===== config.mk =====
export PLATFORM = sky130hd
export DESIGN_NAME = alu32_serial_seq
export DESIGN_NICKNAME = d
export VERILOG_FILES = /design/src/rtl/alu_pkg.sv /design/src/rtl/alu_serial_bit.sv /design/src/rtl/alu32_serial_seq.sv
export SDC_FILE = /design/constraint.sdc
export NUM_CORES = 1
export LEC_CHECK = 0
export ABC_AREA = 1
export CELL_PAD_IN_SITES_DETAIL_PLACEMENT = 1
export CELL_PAD_IN_SITES_GLOBAL_PLACEMENT = 1
export CORE_MARGIN = 4
export CORE_UTILIZATION = 49
export CTS_BUF_LIST = sky130_fd_sc_hd__clkbuf_4 sky130_fd_sc_hd__clkbuf_8 sky130_fd_sc_hd__clkbuf_16
export CTS_CLUSTER_SIZE = 10
export DETAILED_ROUTE_END_ITERATION = 16
export DONT_BUFFER_PORTS = 1
export PLACE_DENSITY_LB_ADDON = 0.1
export SYNTH_ARGS = -nofsm -noshare
export SYNTH_HDL_FRONTEND = slang
export SYNTH_HIERARCHICAL = 1
export SYNTH_SLANG_ARGS = --single-unit

===== constraint.sdc =====
create_clock -name clk -period 5.02 [get_ports clk]
set_input_delay 1.255 -clock clk [delete_from_list [all_inputs] [get_ports clk]]
set_output_delay 1.255 -clock clk [all_outputs]
set_load 0.05 [all_outputs]

===== src/rtl/alu_pkg.sv =====
// Shared ALU definitions: ALUop encodings, serial sequencer FSM states and default width.
package alu_pkg;

  localparam int unsigned WIDTH_DEF = 32;

  localparam logic [3:0] OP_AND  = 4'b0000;
  localparam logic [3:0] OP_OR   = 4'b0001;
  localparam logic [3:0] OP_ADD  = 4'b0010;
  localparam logic [3:0] OP_NAND = 4'b0100;
  localparam logic [3:0] OP_NOR  = 4'b0101;
  localparam logic [3:0] OP_SUB  = 4'b0110;
  localparam logic [3:0] OP_SLT  = 4'b0111;
  localparam logic [3:0] OP_SLL  = 4'b1000;
  localparam logic [3:0] OP_SRL  = 4'b1001;
  localparam logic [3:0] OP_ADDU = 4'b1010;
  localparam logic [3:0] OP_SUBU = 4'b1110;
  localparam logic [3:0] OP_SLTU = 4'b1111;

  typedef enum logic [1:0] {
    StIdle  = 2'd0,
    StCalc  = 2'd1,
    StShift = 2'd2,
    StDone  = 2'd3
  } state_e;

  function automatic logic is_arith(input logic [3:0] op);
    return op inside {OP_ADD, OP_SUB, OP_SLT, OP_ADDU, OP_SUBU, OP_SLTU};
  endfunction

endpackage


===== src/rtl/alu_serial_bit.sv =====
// Combinational one-bit ALU slice: logic ops and full-adder sum/carry for the serial sequencer.
module alu_serial_bit
  import alu_pkg::*;
(
  input  logic       a_i,
  input  logic       b_i,
  input  logic       carry_in,
  input  logic [3:0] alu_op,
  output logic       res_i,
  output logic       carry_out
);

  logic b_eff;
  logic sum;

  // alu_op[2] selects subtraction (b inverted, carry preloaded with 1) for arithmetic ops.
  assign b_eff = b_i ^ alu_op[2];
  assign sum   = a_i ^ b_eff ^ carry_in;

  always_comb begin
    res_i     = 1'b0;
    carry_out = 1'b0;
    case (alu_op)
      OP_AND:  res_i = a_i & b_i;
      OP_OR:   res_i = a_i | b_i;
      OP_NAND: res_i = ~(a_i & b_i);
      OP_NOR:  res_i = ~(a_i | b_i);
      OP_ADD, OP_SUB, OP_SLT, OP_ADDU, OP_SUBU, OP_SLTU: begin
        res_i     = sum;
        carry_out = (a_i & b_eff) | (carry_in & (a_i ^ b_eff));
      end
      default: ;
    endcase
  end

endmodule


===== src/rtl/alu32_serial_seq.sv =====
// Bit-serial 32-bit ALU sequencer, one bit per clock LSB first, start/busy/done handshake.
// Define ALU_SEQ_SHIFT_EN to enable the SLL/SRL shift state; otherwise shifts return all-ones.
module alu32_serial_seq
  import alu_pkg::*;
#(
  parameter int unsigned WIDTH   = WIDTH_DEF,
  parameter int unsigned SHAMT_W = 5
) (
  input  logic             clk,
  input  logic             rst_n,
  input  logic             start,
  input  logic [3:0]       alu_op,
  input  logic [WIDTH-1:0] a,
  input  logic [WIDTH-1:0] b,
  output logic             busy,
  output logic             done,
  output logic [WIDTH-1:0] result,
  output logic             v,
  output logic             set,
  output logic             zero
);

  localparam int unsigned CntW = $clog2(WIDTH);

  state_e           state_q, state_d;
  logic [3:0]       op_q;
  logic [WIDTH-1:0] a_q, b_q;
  logic [CntW-1:0]  cnt_q, cnt_d;
  logic             carry_q, carry_d;
  logic [WIDTH-1:0] result_q, result_d;
  logic             v_q, v_d, set_q, set_d, zero_q, zero_d;
  logic             busy_q, busy_d, done_q, done_d;
  logic             accept;
  logic             bit_res, bit_cout;
  logic             f_v, f_set;

  assign accept = (state_q == StIdle) && start;

  alu_serial_bit u_bit (
    .a_i       (a_q[cnt_q]),
    .b_i       (b_q[cnt_q]),
    .carry_in  (carry_q),
    .alu_op    (op_q),
    .res_i     (bit_res),
    .carry_out (bit_cout)
  );

  // On the MSB edge carry_q is the carry into the MSB.
  assign f_v   = op_q[3] ? bit_cout : (bit_cout ^ carry_q);
  assign f_set = op_q[3] ? ~bit_cout : (f_v ^ bit_res);

`ifdef ALU_SEQ_SHIFT_EN
  logic [SHAMT_W-1:0] amt_q, amt_d;

  always_ff @(posedge clk or negedge rst_n) begin
    if (!rst_n) begin
      amt_q <= '0;
    end else begin
      amt_q <= amt_d;
    end
  end
`else
  logic [SHAMT_W-1:0] unused_shamt;
  assign unused_shamt = b[SHAMT_W-1:0];
`endif

  always_comb begin
    state_d  = state_q;
    cnt_d    = cnt_q;
    carry_d  = carry_q;
    result_d = result_q;
    v_d      = v_q;
    set_d    = set_q;
    zero_d   = zero_q;
    busy_d   = busy_q;
    done_d   = 1'b0;
`ifdef ALU_SEQ_SHIFT_EN
    amt_d    = amt_q;
`endif
    case (state_q)
      StIdle: begin
        if (start) begin
          busy_d  = 1'b1;
          cnt_d   = '0;
          carry_d = alu_op[2];
          v_d     = 1'b0;
          set_d   = 1'b0;
          zero_d  = 1'b0;
          if (alu_op == OP_SLL || alu_op == OP_SRL) begin
`ifdef ALU_SEQ_SHIFT_EN
            result_d = a;
            amt_d    = b[SHAMT_W-1:0];
            if (b[SHAMT_W-1:0] == '0) begin
              state_d = StDone;
              done_d  = 1'b1;
              zero_d  = (a == '0);
            end else begin
              state_d = StShift;
            end
`else
            result_d = '1;
            state_d  = StDone;
            done_d   = 1'b1;
`endif
          end else begin
            state_d = StCalc;
          end
        end
      end
      StCalc: begin
        carry_d  = bit_cout;
        result_d = {bit_res, result_q[WIDTH-1:1]};
        cnt_d    = cnt_q + CntW'(1);
        if (cnt_q == CntW'(WIDTH - 1)) begin
          if (is_arith(op_q)) begin
            v_d   = f_v;
            set_d = f_set;
          end
          if (op_q == OP_SLT || op_q == OP_SLTU) begin
            result_d = {{(WIDTH - 1){1'b0}}, f_set};
          end
          zero_d  = (result_d == '0);
          state_d = StDone;
          done_d  = 1'b1;
        end
      end
`ifdef ALU_SEQ_SHIFT_EN
      StShift: begin
        result_d = (op_q == OP_SLL) ? (result_q << 1) : (result_q >> 1);
        amt_d    = amt_q - SHAMT_W'(1);
        if (amt_q == SHAMT_W'(1)) begin
          zero_d  = (result_d == '0);
          state_d = StDone;
          done_d  = 1'b1;
        end
      end
`endif
      StDone: begin
        state_d = StIdle;
        busy_d  = 1'b0;
      end
      default: begin
        state_d = StIdle;
        busy_d  = 1'b0;
      end
    endcase
  end

  always_ff @(posedge clk or negedge rst_n) begin
    if (!rst_n) begin
      state_q  <= StIdle;
      op_q     <= '0;
      a_q      <= '0;
      b_q      <= '0;
      cnt_q    <= '0;
      carry_q  <= 1'b0;
      result_q <= '0;
      v_q      <= 1'b0;
      set_q    <= 1'b0;
      zero_q   <= 1'b0;
      busy_q   <= 1'b0;
      done_q   <= 1'b0;
    end else begin
      state_q  <= state_d;
      cnt_q    <= cnt_d;
      carry_q  <= carry_d;
      result_q <= result_d;
      v_q      <= v_d;
      set_q    <= set_d;
      zero_q   <= zero_d;
      busy_q   <= busy_d;
      done_q   <= done_d;
      if (accept) begin
        op_q <= alu_op;
        a_q  <= a;
        b_q  <= b;
      end
    end
  end

  assign busy   = busy_q;
  assign done   = done_q;
  assign result = result_q;
  assign v      = v_q;
  assign set    = set_q;
  assign zero   = zero_q;

endmodule


==> impl_metrics.json, run 1 <==
{
  "synthTopCellsByArea": "dfrtp_1 53%, nand2_1 22%, nand3_1 6.3%",
  "period_needed_ps": 3590,
  "vdd_drop_max_v": 0.000500,
  "grt_pass1_wl_mm": 24.9,
  "grt_overflow": 0,
  "worst_slack_ps": 1430,
  "dieHeight_um": 112,
  "synth.avg_cell_area_um2": 7.72,
  "fin_util": 0.574,
  "io_buffers": 0,
  "die_w_um": 112,
  "first_global_vias": 4842,
  "synth_edf_count": 0,
  "drt_iter0_drc": 277,
  "synthXorXnorAreaFrac": 0.00164,
  "synth_mux_area_frac": 0,
  "antenna_left": 0,
  "dieArea_mm2": 0.0126,
  "required_ps": 5490,
  "finClkSkew_ps": 5.48,
  "root_buffer": "clkbuf_8",
  "path_max_fanout": 19,
  "worst_pin_slew_ps": 1180,
  "synth_top_area_share": 0.530,
  "postSynth.topFlopCell": "dfrtp_1",
  "critPathLaunchType": "flip-flop",
  "start_util": 0.510,
  "nets": 753,
  "power.total_mw": 5.24,
  "num_rows": 37,
  "synth_cell_types": 30,
  "cts_max_level": 4,
  "cts_buffers": 17,
  "totalWireLength_mm": 15.0,
  "cts.sinks": 113,
  "timing.final.crit_share": 0.715,
  "yosys.area.top_type": "dfrtp_1",
  "gr-usage-all-layers": 0.247,
  "cts_resized": 0,
  "synth_fa_ha_area_frac": 0.00844,
  "drc_errors": 0,
  "setup_viol": 0,
  "place_ws_ps": 1690,
  "clkLatencyLatePin_ps": 530,
  "hpwl_mm": 9.30,
  "synth_cells": 692,
  "ctsLongestPathBuffers": 2,
  "vias": 4522,
  "vias_per_cell": 5.47,
  "ys_ff_latch": 113,
  "maxCapViolations": 0,
  "layout.cells.non_filler": 827,
  "path_clk_slew_ps": 60,
  "syn_to_final_growth_pct": 12.5,
  "max-slew-margin-rel": 0.210,
  "core_mm2": 0.0105,
  "synth_compound_area_frac": 0.0794,
  "synth-simple-area-share": 0.308,
  "grt_antenna_before_repair": 0,
  "tns_ps": 0,
  "endpoint_kind": "flip-flop",
  "io_pins": 108,
  "cts_tree": "built",
  "hold_path.class": "primary input to asynchronous set/reset pin",
  "clock.fmax_mhz": 279,
  "rsz0062_at_grt": "no",
  "gp_congestion": 0.788,
  "dp_cells": 796,
  "ys_async_sr_fraction": 1.00,
  "path_class": "flip-flop to flip-flop",
  "status": "finished, final reports clean",
  "leakagePower_nw": 3.14,
  "worst_ep_arrival_time_ps": 4060,
  "yosysWarningCount": 6,
  "powerDensity_mw_per_mm2": 872,
  "cts_setup_buffers": 0,
  "grt_max_degree": 114,
  "cts_hold_buf": 0,
  "wire_per_inst_um": 18.1,
  "hold_violations": 0,
  "synth_top_family_by_area": "simple AND/OR/NAND/NOR gates",
  "synth_fp_nets": 766,
  "synth_area_mm2": 0.00534,
  "synth.yosys.seq_area_share": 0.530,
  "n_antenna_cell": 0,
  "drt_pass1_iterations": 4,
  "drv_slew": 0,
  "drive_above_1_share": 0.0651
}
==> path summary, 6_finish.rpt <==
check                      startpoint       end  slack (ps)  cells past startpoint
max                          cnt_q[1]      zero        1430                     18
min                             rst_n    b_q[2]         420                      0
max reg2reg                  cnt_q[1]      zero        1430                     18
min reg2reg                   a_q[13]   a_q[13]         480                      2
max in group asynchronous       rst_n  cnt_q[3]        4450                      0
min in group clk              a_q[13]   a_q[13]         480                      2
==> registers in the layout, summed over array words and instances, names as in the netlist <==
signal / cells
a_q: 32
b_q: 32
result: 32
cnt_q: 5
op_q: 4
state_q: 2
busy: 1
carry_q: 1
done: 1
set: 1
v: 1
zero: 1
==> layout by cell type (no fill, tap or decap), types with 2 or more instances in the layout <==
master and count:
nand2_1 315, dfrtp_1 113, nand3_1 67, a21oi_1 64, inv_1 49, clkbuf_16 16
nor2_1 12, o21ai_0 7, bufinv_16 6, nand2_2 4, clkinv_2 4, inv_2 3
o22ai_1 3, nand4_1 3, clkbuf_8 3, buf_4 3, and2_1 2, ha_1 2
==> area by class of cell <==
cell class | count | area (um^2)
Sequential cell | 113 | 2830
Clock buffer | 20 | 449
Multi-Input combinational cell | 490 | 2120
Tap cell | 136 | 170
Clock inverter | 11 | 209
Timing Repair Buffer | 3 | 22.5
Inverter | 54 | 205
Fill cell | 1319 | 4450
==> Yosys cell counts, drive strengths merged (2+ instances only) <==
cell	instances
ha	2
o21ai	8
buf	23
clkbuf	12
inv	53
and2	2
o22ai	3
dfrtp	113
nand2	320
nand4	3
a21oi	64
nand3	67
nor2	13
==> cells by family after synthesis <==
group / after synthesis
simple gates: 406
flops: 113
buf+inv: 89
compound gates: 80
fa+ha+maj: 3
xor+xnor: 1
==> per-stage QoR <==
| stage | cell area, um^2 | hold slack (ps) |
|---|---|---|
| after CTS | 6010 | 401 |
| after global placement | 5350 | 466 |
| final | 6010 | 421 |
| after global routing | 6010 | 394 |
| after floorplan | 5340 | 449 |
| after detailed placement | 5350 | 467 |
==> routing by layer <==
layer | track usage | vias to the layer above | wire (um)
li1 | - | 2162 | -
met1 | 0.307 | 2203 | 6360
met2 | 0.395 | 111 | 7350
met4 | 0.107 | 0 | 465
met5 | 0 | - | 0
met3 | 0.0830 | 46 | 802
==> critical path: stages (launching register included) <==
cell and delay (ps):
dfrtp_1 810, inv_2 320, nand3_1 180, nand3_1 90, nand2_1 90, nand2_1 50, nand3_1 90, and2_1 210
xor2_1 230, fa_1 460, o211ai_1 100, nand2_1 120, inv_1 90, nand3_1 70, nor2_1 120, nand2_1 90
o21ai_0 220, nand3_1 100, nand2_1 70
==> report_power, final <==
| group | leakage [nW] | switching [mW] | total [mW] | internal [mW] |
|---|---|---|---|---|
| clock network | 0.328 | 0.419 | 1.35 | 0.932 |
| logic | 1.43 | 1.03 | 1.60 | 0.577 |
| registers | 1.38 | 0.924 | 2.28 | 1.36 |
Note: power is estimated with default switching activity, not from simulation.
==> inputs of run 2 (changes only) <==
CORE_UTILIZATION = 46   (was 49)
clock period = 3.48 ns   (was 5.02 ns; I/O delays follow)
==> impl_metrics.json, run 2 (synthesis results as in run 1) <==
{
  "required_ps": 3830,
  "nets": 758,
  "grt_overflow": 0,
  "worst_ep_arrival_time_ps": 3310,
  "max-slew-margin-rel": 0.429,
  "drive_above_1_share": 0.0732,
  "wire_per_inst_um": 16.6,
  "drt_iter0_drc": 251,
  "critPathSlowestCell": "fa_1",
  "n_antenna_cell": 0,
  "hold_violations": 0,
  "hold_path.class": "primary input to asynchronous set/reset pin",
  "status": "finished, final reports clean",
  "cts_tree": "built",
  "wl_met3_um": 720,
  "maxCapViolations": 0,
  "cts_buffers": 17,
  "gp_congestion": 0.778,
  "totalWireLength_mm": 13.9,
  "topRoutingLayerUsed": "met4",
  "critical_path_buf_inv_count": 2,
  "io_pins": 108,
  "path_max_fanout": 34,
  "fillers": 1396,
  "timing.final.crit_share": 0.851,
  "critPathMaxStageDelay_ps": 430,
  "cts_max_level": 4,
  "wl_met1_mm": 6.00,
  "cts_setup_buffers": 0,
  "dp_cells": 808,
  "ctsLongestPathBuffers": 2,
  "path_delay_family": "simple AND/OR/NAND/NOR gates",
  "worstPathCellList": "inv_4 > nand2_1 > nand3_1 > nand3_1 > nand2_1 > nand2_1 > nand3_1 > and2_1 > xor2_1 > fa_1 > o211ai_1 > nand2_1 > inv_1 > nand3_1 > nor2_1 > nand2_1 > o21ai_0 > nand3_1 > nand2_1",
  "num_rows": 39,
  "setup_viol": 0,
  "clkLatencyLatePin_ps": 420,
  "layout_commonest_cell": "nand2_1",
  "grt_max_degree": 114,
  "core_mm2": 0.0114,
  "wl_met2_mm": 6.95,
  "drv_slew": 0,
  "dieArea_mm2": 0.0134,
  "path_clk_slew_ps": 50,
  "syn_to_final_growth_pct": 12.2,
  "cts_resized": 0,
  "power.total_mw": 7.24,
  "worst_pin_slew_ps": 856,
  "cts_hold_buf": 0,
  "path_common_cell": "nand2_1",
  "leakagePower_nw": 3.12,
  "tns_ps": 0,
  "finClkSkew_ps": 5.23,
  "root_buffer": "clkbuf_16",
  "period_needed_ps": 2960,
  "grt_pass1_wl_mm": 23.3,
  "start_util": 0.470,
  "vdd_drop_max_v": 0.000705,
  "first_global_vias": 4696,
  "path_class": "flip-flop to flip-flop",
  "antenna_left": 0,
  "rsz0062_at_grt": "no",
  "powerDensity_mw_per_mm2": 1210,
  "grt_antenna_before_repair": 0,
  "vias": 4418,
  "endpoint_kind": "flip-flop",
  "gr-usage-all-layers": 0.222,
  "drt_pass1_iterations": 4,
  "drc_errors": 0,
  "final_cell_mix": "315 x nand2_1, 113 x dfrtp_1, 67 x nand3_1",
  "dieHeight_um": 116,
  "clock.fmax_mhz": 337,
  "die_w_um": 116,
  "layout.cells.non_filler": 840,
  "cts.sinks": 113,
  "hpwl_mm": 9.41,
  "vias_per_cell": 5.26,
  "critPathLaunchType": "flip-flop",
  "io_buffers": 0
}
[run 2: cell count changes in the layout (fill, tap and decap cells not counted)]
cell        before  now
buf_4            3    8
bufinv_16        6    2
clkinvlp_4       0    3
clkbuf_16       16   17
clkbuf_8         3    4
clkinv_2         4    5
clkinv_4         1    0
[run 2: through the flow]
stage	worst slack [ps]	hold slack, ps	util	area [um^2]
2_1_floorplan	876	449	-	5340
3_3_place_gp	700	464	0.475	5400
3_5_place_dp	597	465	0.475	5400
4_1_cts	482	137	0.527	5990
5_1_grt	177	129	0.527	5990
6_report	517	150	0.527	5990
[run 2: metal layers]
metal / vias up / global-route usage
li1: 2163 / -
met1: 2149 / 0.286
met2: 88 / 0.365
met3: 18 / 0.0574
met4: 0 / 0.0812
met5: - / 0
[run 2: worst paths after layout]
check | from | to | slack, ps | cells after the start
worst max register to register | cnt_q[0] | zero | 520 | 19
min in group clk | a_q[2] | a_q[2] | 470 | 2
max in group asynchronous | rst_n | a_q[17] | 3200 | 0
worst min register to register | a_q[2] | a_q[2] | 470 | 2
worst min-delay path | rst_n | op_q[3] | 150 | 0
worst max-delay path | cnt_q[0] | zero | 520 | 19
[run 2: worst register-to-register path, delay by kind of cell, from the launching register on]
kind,cells,cell delay [ps]
flops,1,410
buf+inv,2,370
simple gates,13,1200
compound gates,2,280
fa+ha+maj,1,430
xor+xnor,1,190
[run 2: cell type report]
cell class                      count  area, um^2  share of cell area
Multi-Input combinational cell    490        2120               0.355
Inverter                           54         205              0.0342
Clock buffer                       22         488              0.0814
Clock inverter                     10         108              0.0180
Sequential cell                   113        2830               0.472
Tap cell                          143         179              0.0299
Timing Repair Buffer                8        60.1              0.0100
[run 2: report_power, final]
group	switching [mW]	total (mW)	leakage (nW)	internal, mW
Clock	0.598	1.73	0.291	1.13
Sequential	1.26	3.23	1.38	1.96
Combinational	1.44	2.29	1.46	0.848
==> inputs of run 3 (changes only) <==
CAP_MARGIN = 20   (was not set)
CORE_UTILIZATION = 37   (was 46)
DONT_BUFFER_PORTS = not set   (was 1)
SLEW_MARGIN = 25   (was not set)
==> impl_metrics.json, run 3 (synthesis results as in run 1) <==
{
  "drive_above_1_share": 0.0672,
  "r2r_end": "zero",
  "final_cell_mix": "314 x nand2_1, 112 x dfrtp_1, 106 x clkdlybuf4s50_1",
  "critPathLaunchType": "flip-flop",
  "path_class": "flip-flop to flip-flop",
  "timing.final.crit_share": 0.888,
  "worst_pin_slew_ps": 862,
  "hold_violations": 0,
  "vias_per_cell": 4.94,
  "die_w_um": 128,
  "dieHeight_um": 128,
  "worst_ep_arrival_time_ps": 3440,
  "clkLatencyLatePin_ps": 420,
  "cts.sinks": 113,
  "cts_max_level": 4,
  "io_buffers": 107,
  "maxCapViolations": 0,
  "num_rows": 43,
  "gr-usage-all-layers": 0.202,
  "cts_tree": "built",
  "cts_resized": 0,
  "timing.rr.start": "cnt_q[1]",
  "fillers": 1743,
  "finClkSkew_ps": 5.84,
  "drv_slew": 0,
  "antenna_left": 0,
  "hold_start": "a_q[6]",
  "reg2regPathDepth": 18,
  "wire_per_inst_um": 16.0,
  "tns_ps": 0,
  "setup_viol": 0,
  "drt_pass1_iterations": 4,
  "n_antenna_cell": 0,
  "core_mm2": 0.0140,
  "multiInputGateArea_mm2": 0.00213,
  "cts_hold_buf": 0,
  "fin_util": 0.514,
  "max-slew-margin-rel": 0.423,
  "hpwl_mm": 10.7,
  "layout_commonest_cell": "nand2_1",
  "ctsLongestPathBuffers": 2,
  "grt_max_degree": 67,
  "hold_end": "a_q[6]",
  "powerDensity_mw_per_mm2": 1110,
  "clock.fmax_mhz": 324,
  "start_util": 0.382,
  "hold_path.class": "flip-flop to flip-flop",
  "grt_antenna_before_repair": 0,
  "cts_setup_buffers": 0,
  "reg2reg_slack_ps": 390,
  "dieArea_mm2": 0.0164,
  "required_ps": 3830,
  "grt_pass1_wl_mm": 26.4,
  "grt_overflow": 0,
  "nets": 865,
  "endpoint_kind": "flip-flop",
  "io_pins": 108,
  "root_buffer": "clkbuf_16",
  "critPathSlowestCell": "dfrtp_1",
  "path_clk_slew_ps": 50,
  "regArea_mm2": 0.00283,
  "drc_errors": 0,
  "vdd_drop_max_v": 0.000569,
  "status": "finished, final reports clean",
  "leakagePower_nw": 3.58,
  "path_max_fanout": 17,
  "cts_buffers": 17,
  "gp_congestion": 0.813,
  "hold_path_depth": 2,
  "vias": 4862,
  "totalWireLength_mm": 15.8,
  "syn_to_final_growth_pct": 34.7,
  "rsz0062_at_grt": "no",
  "critPathMaxStageDelay_ps": 510,
  "drt_iter0_drc": 215,
  "first_global_vias": 5343,
  "worstPathCellList": "inv_2 > nand3_1 > nand3_1 > nand2_1 > nand2_1 > nand3_1 > and2_1 > xor2_1 > fa_1 > o211ai_1 > nand2_1 > inv_1 > nand3_1 > nor2_1 > nand2_1 > o21ai_0 > nand3_1 > nand2_1",
  "period_needed_ps": 3090
}
run 3: changes by cell type in the layout (fill, tap and decap cells not counted), sizes merged:
cell / previous run / this run
clkinv: 6 / 5
bufinv: 2 / 4
clkdlybuf4s50: 0 / 106
clkinvlp: 3 / 2
buf: 8 / 9
run 3: final cells by class:
class | count | share of cell area
tap | 180 | 0.0313
clock inverter | 10 | 0.0216
inverter | 54 | 0.0289
timing repair buffer | 115 | 0.161
multi-input combinational | 490 | 0.296
sequential | 113 | 0.393
clock buffer | 22 | 0.0679
run 3: worst max-delay path: cells and delay by family (launching register included):
family                     cells  cell delay [ps]
and+or+nand+nor               12             1180
AOI/OAI and AO/OA              2              310
buffers and inverters          2              410
xor gates and xnor gates       1              180
adders and majority gates      1              440
DFF                            1              510
run 3: per-stage QoR:
step	cells	hold slack (ps)	power, mW	worst slack (ps)	instance area [um^2]
2_1_floorplan	692	449	4.95	876	5340
3_3_place_gp	952	462	5.95	530	6540
3_5_place_dp	952	465	6.09	378	6540
4_1_cts	984	480	8.05	225	7180
5_1_grt	984	508	8.59	64.3	7190
6_report	984	478	7.98	391	7190
run 3: power breakdown:
group          internal [mW]  leakage (nW)  switching, mW  total [mW]
sequential              1.98          1.38          0.547        2.53
combinational           1.25          1.89           2.32        3.57
clock                   1.28         0.315          0.611        1.89
run 3: worst max-delay path by stage:
stage                        start  endpoint  slack (ps)  depth (start not counted)
after global routing      cnt_q[1]      zero          60                         18
final                     cnt_q[1]      zero         390                         18
after CTS                 cnt_q[0]      zero         230                         19
after floorplan           cnt_q[0]      zero         880                         21
after detailed placement  cnt_q[0]      zero         380                         19
after global placement    cnt_q[0]      zero         530                         19
run 3: metal layers:
| metal | up-vias | global-route usage | part of all wire | wire, um |
|---|---|---|---|---|
| li1 | 2381 | - | - | - |
| met1 | 2368 | 0.260 | 0.46 | 7240 |
| met2 | 92 | 0.336 | 0.49 | 7730 |
| met3 | 21 | 0.0438 | 0.035 | 553 |
| met4 | 0 | 0.0768 | 0.015 | 235 |
| met5 | - | 0 | 0 | 0 |
